`src/rtl/bcd_pkg.sv`:
```
// Shared types and helpers for the packed-BCD counter.
// - bcd_digit_t : one BCD nibble
// - BCD_MAX/MIN : digit range limits
// - is_bcd()    : true when a nibble is a legal BCD digit
// - op_e        : per-edge operation chosen by the priority mux
package bcd_pkg;
    typedef logic [3:0] bcd_digit_t;

    localparam bcd_digit_t BCD_MAX = 4'd9;
    localparam bcd_digit_t BCD_MIN = 4'd0;

    typedef enum logic [1:0] {
        OP_HOLD = 2'd0,
        OP_CLR  = 2'd1,
        OP_LOAD = 2'd2,
        OP_STEP = 2'd3
    } op_e;

    function automatic logic is_bcd(input bcd_digit_t nibble);
        return nibble <= BCD_MAX;
    endfunction
endpackage

```
`src/rtl/bcd_counter_n_if.sv`:
```
// Request/status bundle for bcd_counter_n.
// - master : drives clr, load, load_val, en, up; observes count, tc, load_err
// - slave  : the counter side
interface bcd_counter_n_if #(
    parameter int DIGITS = 3
);
    logic                  clr;
    logic                  load;
    logic [4*DIGITS-1:0]   load_val;
    logic                  en;
    logic                  up;
    logic [4*DIGITS-1:0]   count;
    logic                  tc;
    logic                  load_err;

    modport master (
        output clr, load, load_val, en, up,
        input  count, tc, load_err
    );

    modport slave (
        input  clr, load, load_val, en, up,
        output count, tc, load_err
    );
endinterface

```
`src/rtl/bcd_digit.sv`:
```
// One BCD digit of the ripple carry/borrow chain (purely combinational).
// - d    : current digit value
// - step : counter is taking a step this cycle
// - up   : 1 increment, 0 decrement
// - ci   : every lower digit is at its limit (9 going up, 0 going down)
// - nxt  : digit value after this cycle
// - co   : this digit and every lower digit are at the limit
module bcd_digit
    import bcd_pkg::*;
(
    input  bcd_digit_t d,
    input  logic       step,
    input  logic       up,
    input  logic       ci,
    output bcd_digit_t nxt,
    output logic       co
);
    logic at_lim;

    assign at_lim = up ? (d == BCD_MAX) : (d == BCD_MIN);
    assign co     = ci & at_lim;

    always_comb begin
        nxt = d;
        if (step && ci) begin
            if (up) nxt = at_lim ? BCD_MIN : d + 4'd1;
            else    nxt = at_lim ? BCD_MAX : d - 4'd1;
        end
    end
endmodule

```
`src/rtl/bcd_counter_n.sv`:
```
// N-digit packed-BCD up/down counter with clear, validated load and
// terminal-count pulse. Priority per edge: clr > load > en.
// - clk, rst_n : clock, asynchronous active-low reset
// - bus        : slave side of bcd_counter_n_if (requests in, count/tc/load_err out)
// WRAP=1 rolls over at all-9s / zero; WRAP=0 holds at the boundary. tc
// pulses for the cycle after any step taken from a boundary value, which in
// saturate mode repeats on every enabled cycle held at the boundary.
module bcd_counter_n
    import bcd_pkg::*;
#(
    parameter int DIGITS = 3,
    parameter bit WRAP   = 1'b1
) (
    input  logic            clk,
    input  logic            rst_n,
    bcd_counter_n_if.slave  bus
);
    logic [DIGITS-1:0][3:0] count_q;
    logic [DIGITS-1:0][3:0] count_nxt;
    logic [DIGITS-1:0][3:0] load_digits;
    logic [DIGITS:0]        chain;
    logic                   boundary;
    logic                   step;
    logic                   load_ok;
    logic                   tc_q;
    logic                   load_err_q;
    op_e                    op;

    // chain[i] = all digits below i are at the limit for the current direction;
    // chain[DIGITS] therefore means the whole count sits at the range end.
    assign chain[0]  = 1'b1;
    assign boundary  = chain[DIGITS];
    // In saturate mode the step is suppressed at the boundary so every digit holds.
    assign step      = bus.en & (WRAP | ~boundary);

    for (genvar g = 0; g < DIGITS; g++) begin : g_digit
        bcd_digit u_digit (
            .d    (count_q[g]),
            .step (step),
            .up   (bus.up),
            .ci   (chain[g]),
            .nxt  (count_nxt[g]),
            .co   (chain[g+1])
        );
    end

    assign load_digits = bus.load_val;

    always_comb begin
        load_ok = 1'b1;
        for (int i = 0; i < DIGITS; i++)
            if (!is_bcd(load_digits[i])) load_ok = 1'b0;
    end

    always_comb begin
        op = OP_HOLD;
        if (bus.clr)       op = OP_CLR;
        else if (bus.load) op = OP_LOAD;
        else if (bus.en)   op = OP_STEP;
    end

    always_ff @(posedge clk or negedge rst_n) begin
        if (!rst_n) begin
            count_q    <= '0;
            tc_q       <= 1'b0;
            load_err_q <= 1'b0;
        end else begin
            tc_q       <= 1'b0;
            load_err_q <= 1'b0;
            case (op)
                OP_CLR:  count_q <= '0;
                OP_LOAD: begin
                    if (load_ok) count_q    <= load_digits;
                    else         load_err_q <= 1'b1;
                end
                OP_STEP: begin
                    count_q <= count_nxt;
                    tc_q    <= boundary;
                end
                default: ;
            endcase
        end
    end

    assign bus.count    = count_q;
    assign bus.tc       = tc_q;
    assign bus.load_err = load_err_q;
endmodule

```
`src/flat_wrapper.sv`:
```
// flat-port wrapper written by rule: the top's interface ports become plain ports
module bcd_counter_n_flat import bcd_pkg::*;
#(
    parameter int DIGITS = 3,
    parameter bit WRAP   = 1'b1
)
  (clk, rst_n, bus_clr, bus_load, bus_load_val, bus_en, bus_up, bus_count, bus_tc, bus_load_err);
  bcd_counter_n_if #(.DIGITS(DIGITS)) bus_i ();
  input  logic clk;
  input  logic rst_n;
  input wire logic [$bits(bus_i.clr)-1:0] bus_clr;
  input wire logic [$bits(bus_i.load)-1:0] bus_load;
  input wire logic [$bits(bus_i.load_val)-1:0] bus_load_val;
  input wire logic [$bits(bus_i.en)-1:0] bus_en;
  input wire logic [$bits(bus_i.up)-1:0] bus_up;
  output wire logic [$bits(bus_i.count)-1:0] bus_count;
  output wire logic [$bits(bus_i.tc)-1:0] bus_tc;
  output wire logic [$bits(bus_i.load_err)-1:0] bus_load_err;
  assign bus_i.clr = bus_clr;
  assign bus_i.load = bus_load;
  assign bus_i.load_val = bus_load_val;
  assign bus_i.en = bus_en;
  assign bus_i.up = bus_up;
  assign bus_count = bus_i.count;
  assign bus_tc = bus_i.tc;
  assign bus_load_err = bus_i.load_err;
  bcd_counter_n #(.DIGITS(DIGITS), .WRAP(WRAP)) u_core (.clk(clk), .rst_n(rst_n), .bus(bus_i));
endmodule
```
`config.mk`:
```
export PLATFORM = sky130hd
export DESIGN_NAME = bcd_counter_n_flat
export DESIGN_NICKNAME = d
export VERILOG_FILES = /design/src/rtl/bcd_pkg.sv /design/src/rtl/bcd_counter_n_if.sv /design/src/rtl/bcd_digit.sv /design/src/rtl/bcd_counter_n.sv /design/src/flat_wrapper.sv
export SDC_FILE = /design/constraint.sdc
export NUM_CORES = 1
export LEC_CHECK = 0
export ABC_AREA = 1
export ABC_CLOCK_PERIOD_IN_PS = 2200
export CORE_UTILIZATION = 30
export DETAILED_ROUTE_END_ITERATION = 12
export PLACE_DENSITY = 0.54
export SLEW_MARGIN = 20
export SYNTH_ARGS = -nofsm -noshare
export SYNTH_HDL_FRONTEND = slang
export SYNTH_HIERARCHICAL = 1
export SYNTH_SLANG_ARGS = --single-unit
```
`constraint.sdc`:
```
create_clock -name clk -period 2.2 [get_ports clk]
set_clock_uncertainty 0.2 [all_clocks]
set_input_delay 0.44 -clock clk [delete_from_list [all_inputs] [get_ports clk]]
set_output_delay 0.44 -clock clk [all_outputs]
set_load 0.01 [all_outputs]
```
==> metrics.txt, run 1 <==
outcome completed; Placed Cells incl. Taps 406; fin. max-slew vios 0; Worst-path clk slew 0.06 ns; Num CTS Buffers 3; HPWL after detailed placement 3.71 mm; largest net degree at the start of global routing 15; CTS root buf clkbuf_8; setup violators final 0; PD cells 451 mW/mm²; Post-synth EDFFs 0; Placed Area 0.00229 mm²; Overall Global Routing Usage 0.184; synth unique cells 22; Core Util, Final 0.468; final WL 4.96 mm; Vias/cell about 4.8; final net count 376; highest clock rate 473 MHz; vias in the first global route just under 2,000; via count approximately 2,000; CP cell instances inv_2 > ha_4 > nand2_2 > o21ai_2 > nand2_2 > nor2_2 > inv_1 > nor2_2 > nand2_2 > inv_4 > buf_6 > nor2_2 > a21oi_2 > nand2_1 > nand2_1 > nand3_1 > nand2_1; CP Capture Type flop; average wire per standard cell approximately 12 µm; first-pass GRT wire length 8.83 mm; # clock sinks 14; critical path's top delay family simple AND/OR/NAND/NOR gates; largest cells by area after synthesis dfrtp_1 (21%), nand2_1 (20%), nand3_1 (11%); DRC errors left 0; ys async rst share 1.00; die height 76.3 µm; Cells after Synth 276; HP Class input pin to asynchronous set/reset pin; worst hold margin between 0.3 and 0.4 ns; CP Buf/Inv Count 4; sequential area share after synthesis 0.212; period utilisation layout 0.962; Post-Layout Cell Count 418; final instance area roughly 0.0024 mm²; Tmin final 2.12 ns; Worst Path Required 2.19 ns; die extent in x 76.3 µm; gr ovfl total 0; # diodes 0; num ports 32; yosys warns 6; initial antenna violation count 0; DR iter-0 viols between 100 and 150; DRT Pass-1 Iters 4; most instantiated cells after synthesis nand2_1 (87), nand3_1 (37), nor2_1 (27), inv_1 (24), nand4_1 (16); Setup TNS 0 ns; area delta synth->final 47.1%; CP max stage delay roughly 0.42 ns; max-cap viol count 0; CTS tree done; critical path fanouts, max 6; Worst-Skew Late Latency approximately 0.25 ns; WS Path Type flop to flop; Pleak 1.26 nW; Final Hold Fails 0; # port buffers 31; GPL Wtd Cong 0.852; Syn Area/Cell 5.99 µm²; Top FF cell, synth dfrtp_1; area share of the largest cell type after synthesis 0.212; synthesized flop and latch total 14; Post-DRT Antenna Nets 0; row cnt 26; top cell type by total area after synthesis dfrtp_1; slowest CP cell dfrtp_2; CP arrival between 2 and 2.5 ns; die area 0.00581 mm²; Longest Clk Path Bufs 2; count leader, synth nand2_1; CTS H-tree depth 1; unrepaired setup endpoints after global routing yes; CP startpoint kind flop; layout cells sized above 1 0.267; synthesized area roughly 0.0017 mm²; maximum VDD drop ~270 µV; placeable core area ~0.0052 mm²; Initial Utilization 0.318
-- cells in the final DEF, fill, tap and decap left out, drive strengths merged, types with 2 or more instances in the layout --
master	instances
inv	36
buf	44
nand4	16
nand3	41
o21ai	18
clkdlybuf4s50	30
nor2	29
a21oi	3
dfrtp	14
clkbuf	4
conb	2
ha	9
nand2	97
nor3	3
-- report_power, final --
group	switching [mW]	leakage [nW]	internal, mW
logic	0.271	1.05	0.258
clock network	0.0981	0.0288	0.159
registers	0.0327	0.184	0.280
total	0.401	1.26	0.697
-- cell type report --
type / count / area, µm²
sequential: 14 / 353
tap: 70 / 87.6
inverter: 36 / 138
clock buffer: 4 / 55.1
multi-input combinational: 219 / 1140
timing repair buffer: 75 / 656
fill: 554 / 2770
-- path summary, 6_finish.rpt --
path | from | endpoint | slack (ns) | cells past startpoint
worst max-delay path | u_core/bus.count[0] | u_core/bus.count[8] | 0.08 | 17
worst min-delay path | rst_n | u_core/bus.count[4] | 0.31 | 2
worst max register to register | u_core/bus.count[0] | u_core/bus.count[8] | 0.08 | 17
worst min register to register | u_core/bus.count[3] | u_core/bus.count[3] | 0.44 | 2
max in group asynchronous | rst_n | u_core/bus.count[0] | 1.29 | 2
min in group clk | u_core/bus.count[3] | u_core/bus.count[3] | 0.44 | 2
-- per-stage QoR --
step | power [mW] | worst slack [ns]
2_1_floorplan | 0.582 | 0.00963
3_3_place_gp | 0.810 | -0.436
3_5_place_dp | 0.810 | -0.511
4_1_cts | 1.10 | -0.0120
5_1_grt | 1.19 | -0.118
6_report | 1.10 | 0.0843
-- routing by layer --
layer	GRT usage	share of wire	wire length, µm
met1	0.249	0.49	2430
met2	0.312	0.46	2300
met3	0.0311	0.043	214
met4	0.0231	0.0034	17
met5	0	0	0
-- registers in the layout (all words and copies together), names as in the netlist --
| signal | flops |
|---|---|
| u_core/bus.tc | 1 |
| u_core/bus.count | 12 |
| u_core/bus.load_err | 1 |
-- logic make-up (layout without fill, tap and decap cells) --
| family | count (synthesis) | in the layout | share of synthesized area |
|---|---|---|---|
| fa+ha+maj | 9 | 9 | 0.0681 |
| buf+inv | 44 | 115 | 0.118 |
| other cells | 1 | 2 | 0.00227 |
| flops | 14 | 14 | 0.212 |
| compound gates | 21 | 21 | 0.0704 |
| simple gates | 187 | 187 | 0.530 |
-- worst register-to-register path, stage by stage (launching register included) --
cell and delay [ns]:
dfrtp_2 0.42, inv_2 0.08, ha_4 0.13, nand2_2 0.05
o21ai_2 0.14, nand2_2 0.08, nor2_2 0.09, inv_1 0.05
nor2_2 0.11, nand2_2 0.09, inv_4 0.09, buf_6 0.10
nor2_2 0.03, a21oi_2 0.12, nand2_1 0.06, nand2_1 0.05
nand3_1 0.07, nand2_1 0.08
-- what timing repair did --
| item | CTS | global route |
|---|---|---|
| endpoints found under the hold margin | 0 | 0 |
| pin swaps | 14 | 7 |
| hold buffers | 0 | 0 |
| setup buffers | 8 | 0 |
| gates resized for setup | 5 | 7 |
| endpoints found under the setup margin | 7 | 7 |
Note: power is estimated with default switching activity, not from simulation.
==> run 2: changes to the inputs <==
--- a/config.mk
+++ b/config.mk
@@ -7,8 +7,11 @@
 export LEC_CHECK = 0
 export ABC_AREA = 1
 export ABC_CLOCK_PERIOD_IN_PS = 2200
+export CAP_MARGIN = 0
+export CORE_MARGIN = 5
 export CORE_UTILIZATION = 30
 export DETAILED_ROUTE_END_ITERATION = 12
+export GPL_TIMING_DRIVEN = 0
 export PLACE_DENSITY = 0.54
 export SLEW_MARGIN = 20
 export SYNTH_ARGS = -nofsm -noshare
==> metrics.txt, run 2 (synthesis gave the netlist of run 1 again) <==
CP arrival 2.16 ns (was 2.10 ns); reg2reg path depth 18 (was 17); DRT Pass-1 Iters 4 (unchanged); Post-Layout Cell Count 401 (was 418); Placed Cells incl. Taps 380 (was 406); failing checks setup timing; final instance area 0.00234 mm² (was 0.00243 mm²); max-cap viol count 0 (unchanged); Placed Area 0.00207 mm² (was 0.00229 mm²); Worst Max-Slew Pin Slew between 0.7 and 0.8 ns; Final Hold Fails 0 (unchanged); Critical Path Start u_core/bus.count[0] (unchanged); layout cells sized above 1 0.261 (was 0.267); outcome complete, but fails checks (was completed); Vias/cell 4.73 (was 4.78); Overall Global Routing Usage 0.145 (was 0.184); CP endpoint u_core/bus.count[8] (unchanged); Largest register FFs 12 (unchanged); # clock sinks 14 (unchanged); RR Startpoint u_core/bus.count[0] (unchanged); CTS H-tree depth 1 (unchanged); met2 Usage GRT 0.253 (was 0.312); Pleak 1.17 nW (was 1.26 nW); row cnt 27 (was 26); CP Buf/Inv Count 5 (was 4); sequential cell area 357 µm² (was 353 µm²); Comb power frac 0.451 (was 0.481); GRT busiest layer met2 (unchanged); met3 Use GR 0.0226 (was 0.0311); slowest CP cell dfrtp_2 (unchanged); placeable core area 0.00544 mm² (was 0.00520 mm²); DRC errors left 0 (unchanged); via count 1,898 (was 1,999); sw frac 0.385 (was 0.365); HP Class flop to flop (was input pin to asynchronous set/reset pin); Worst-Skew Late Latency 0.25 ns (about the same); PD cells 459 mW/mm² (was 451 mW/mm²); CP startpoint kind flop (unchanged); Multi-input gate area 0.00119 mm² (was 0.00114 mm²); internal power 0.660 mW (was 0.697 mW); CTS root buf clkbuf_8 (unchanged); initial antenna violation count 0 (unchanged); Worst Path Required 2.14 ns (was 2.19 ns); area delta synth->final 41.4% (was 47.1%); CTS tree done (unchanged); most common cell after layout, fill and taps aside nand2_1 (unchanged); HPWL after detailed placement 3.63 mm (was 3.71 mm); # diodes 0 (unchanged); Initial Utilization 0.304 (was 0.318); # port buffers 31 (unchanged); unrepaired setup endpoints after global routing yes (unchanged); final net count 357 (was 376); die height 84.3 µm (was 76.3 µm); Worst-path clk slew 0.07 ns (was 0.06 ns); GPL Wtd Cong 0.822 (was 0.852); Longest Clk Path Bufs 2 (unchanged); die extent in x 84.3 µm (was 76.3 µm); DR iter-0 viols 126 (unchanged); maximum VDD drop 170 µV (was 274 µV); fin. max-slew vios 0 (unchanged); largest net degree at the start of global routing 15 (unchanged); average wire per standard cell 12.8 µm (was 11.9 µm); most frequent cells in the layout nand2_1 (82), nand3_1 (37), clkdlybuf4s50_1 (30) (was nand2_1 (85), buf_4 (42), nand3_1 (37)); highest clock rate 449 MHz (was 473 MHz); Levels on crit path 18 (was 17); final setup margin -0.0253 ns (was 0.0843 ns); CP Capture Type flop (unchanged); die area 0.00710 mm² (was 0.00581 mm²); Num CTS Buffers 3 (unchanged); Power Total 1.07 mW (was 1.10 mW); Slew headroom 0.509; Tmin final 2.23 ns (was 2.12 ns); CP cell instances inv_2 > ha_4 > nand2_4 > o21ai_4 > nand2_2 > nor2_4 > inv_2 > nor2_4 > nand2_2 > inv_4 > buf_4 > nand2_2 > inv_2 > a21oi_2 > nand2_1 > nand2_1 > nand3_1 > nand2_1 (was inv_2 > ha_4 > nand2_2 > o21ai_2 > nand2_2 > nor2_2 > inv_1 > nor2_2 > nand2_2 > inv_4 > buf_6 > nor2_2 > a21oi_2 > nand2_1 > nand2_1 > nand3_1 > nand2_1); period utilisation layout 1.01 (was 0.962); WS Path Type flop to flop (unchanged); critical path fanouts, max 5 (was 6); first-pass GRT wire length 8.53 mm (was 8.83 mm); Net Sw Power 0.413 mW (was 0.401 mW); CP max stage delay 0.44 ns (was 0.42 ns); setup violators final 2 (was 0); Sequential Power Share 0.306 (was 0.285); Post-DRT Antenna Nets 0 (unchanged); reg-to-reg setup timing slack -0.03 ns (was 0.08 ns); R2R Path End u_core/bus.count[8] (unchanged); Core Util, Final 0.430 (was 0.468); vias in the first global route 1,854 (was 1,952); gr ovfl total 0 (unchanged); final WL 5.14 mm (was 4.96 mm); FILL cells 560 (was 554); num ports 32 (unchanged); Clock power frac 0.242 (was 0.234); critical path's top delay family simple AND/OR/NAND/NOR gates (unchanged); met1 Usage GRT 0.186 (was 0.249)
[run 2: worst reg2reg max path: cells and delay by family (launching register included)]
kind / cells / cell delay (ns)
DFF: 1 / 0.44
AOI/OAI and AO/OA: 2 / 0.19
adders and majority gates: 1 / 0.15
and+or+nand+nor: 10 / 0.74
buffers and inverters: 5 / 0.40
[run 2: per-layer routing]
layer / vias up / part of all wire
met1: 870 / 0.48
li1: 993 / -
met3: 2 / 0.036
met4: 0 / 0.0027
met2: 33 / 0.49
met5: - / 0
[run 2: worst min path at each step]
stage,startpoint,end,cells after the start
after global routing,u_core/bus.count[5],u_core/bus.count[5],2
final,u_core/bus.count[5],u_core/bus.count[5],2
after CTS,rst_n,u_core/bus.count[3],1
after global placement,u_core/bus.count[0],u_core/bus.count[0],2
after floorplan,rst_n,u_core/bus.count[0],0
after detailed placement,u_core/bus.count[1],u_core/bus.count[1],2
[run 2: area by class of cell]
type | count | share of cell area
Multi-Input combinational cell | 219 | 0.510
Timing Repair Buffer | 48 | 0.189
Inverter | 36 | 0.0599
Sequential cell | 14 | 0.152
Clock buffer | 4 | 0.0235
Buffer | 8 | 0.0257
Tap cell | 72 | 0.0385
[run 2: repair_timing]
item / CTS / global route
hold endpoints to repair: 0 / 0
endpoints found under the setup margin: 9 / 8
hold buffers: 0 / 0
resized for setup: 16 / 16
pin swaps: 17 / 15
buffers inserted: 12 / 5
[run 2: stage by stage]
step | setup WS (ns) | hold slack [ns] | setup TNS, ns
floorplan | 0.00963 | -0.0556 | 0
global placement | -0.844 | 0.440 | -5.52
detailed placement | -0.869 | 0.438 | -5.85
CTS | -0.0471 | 0.443 | -0.0752
global route | -0.163 | 0.432 | -0.778
finish | -0.0253 | 0.390 | -0.0258
[run 2: power by group through the flow]
stage               clock (mW)  sequential, mW  combinational, mW
detailed placement           0           0.343              0.392
global route             0.277           0.336              0.539
CTS                      0.266           0.329              0.451
global placement             0           0.345              0.392
floorplan                    0           0.337              0.245
finish                   0.260           0.329              0.484
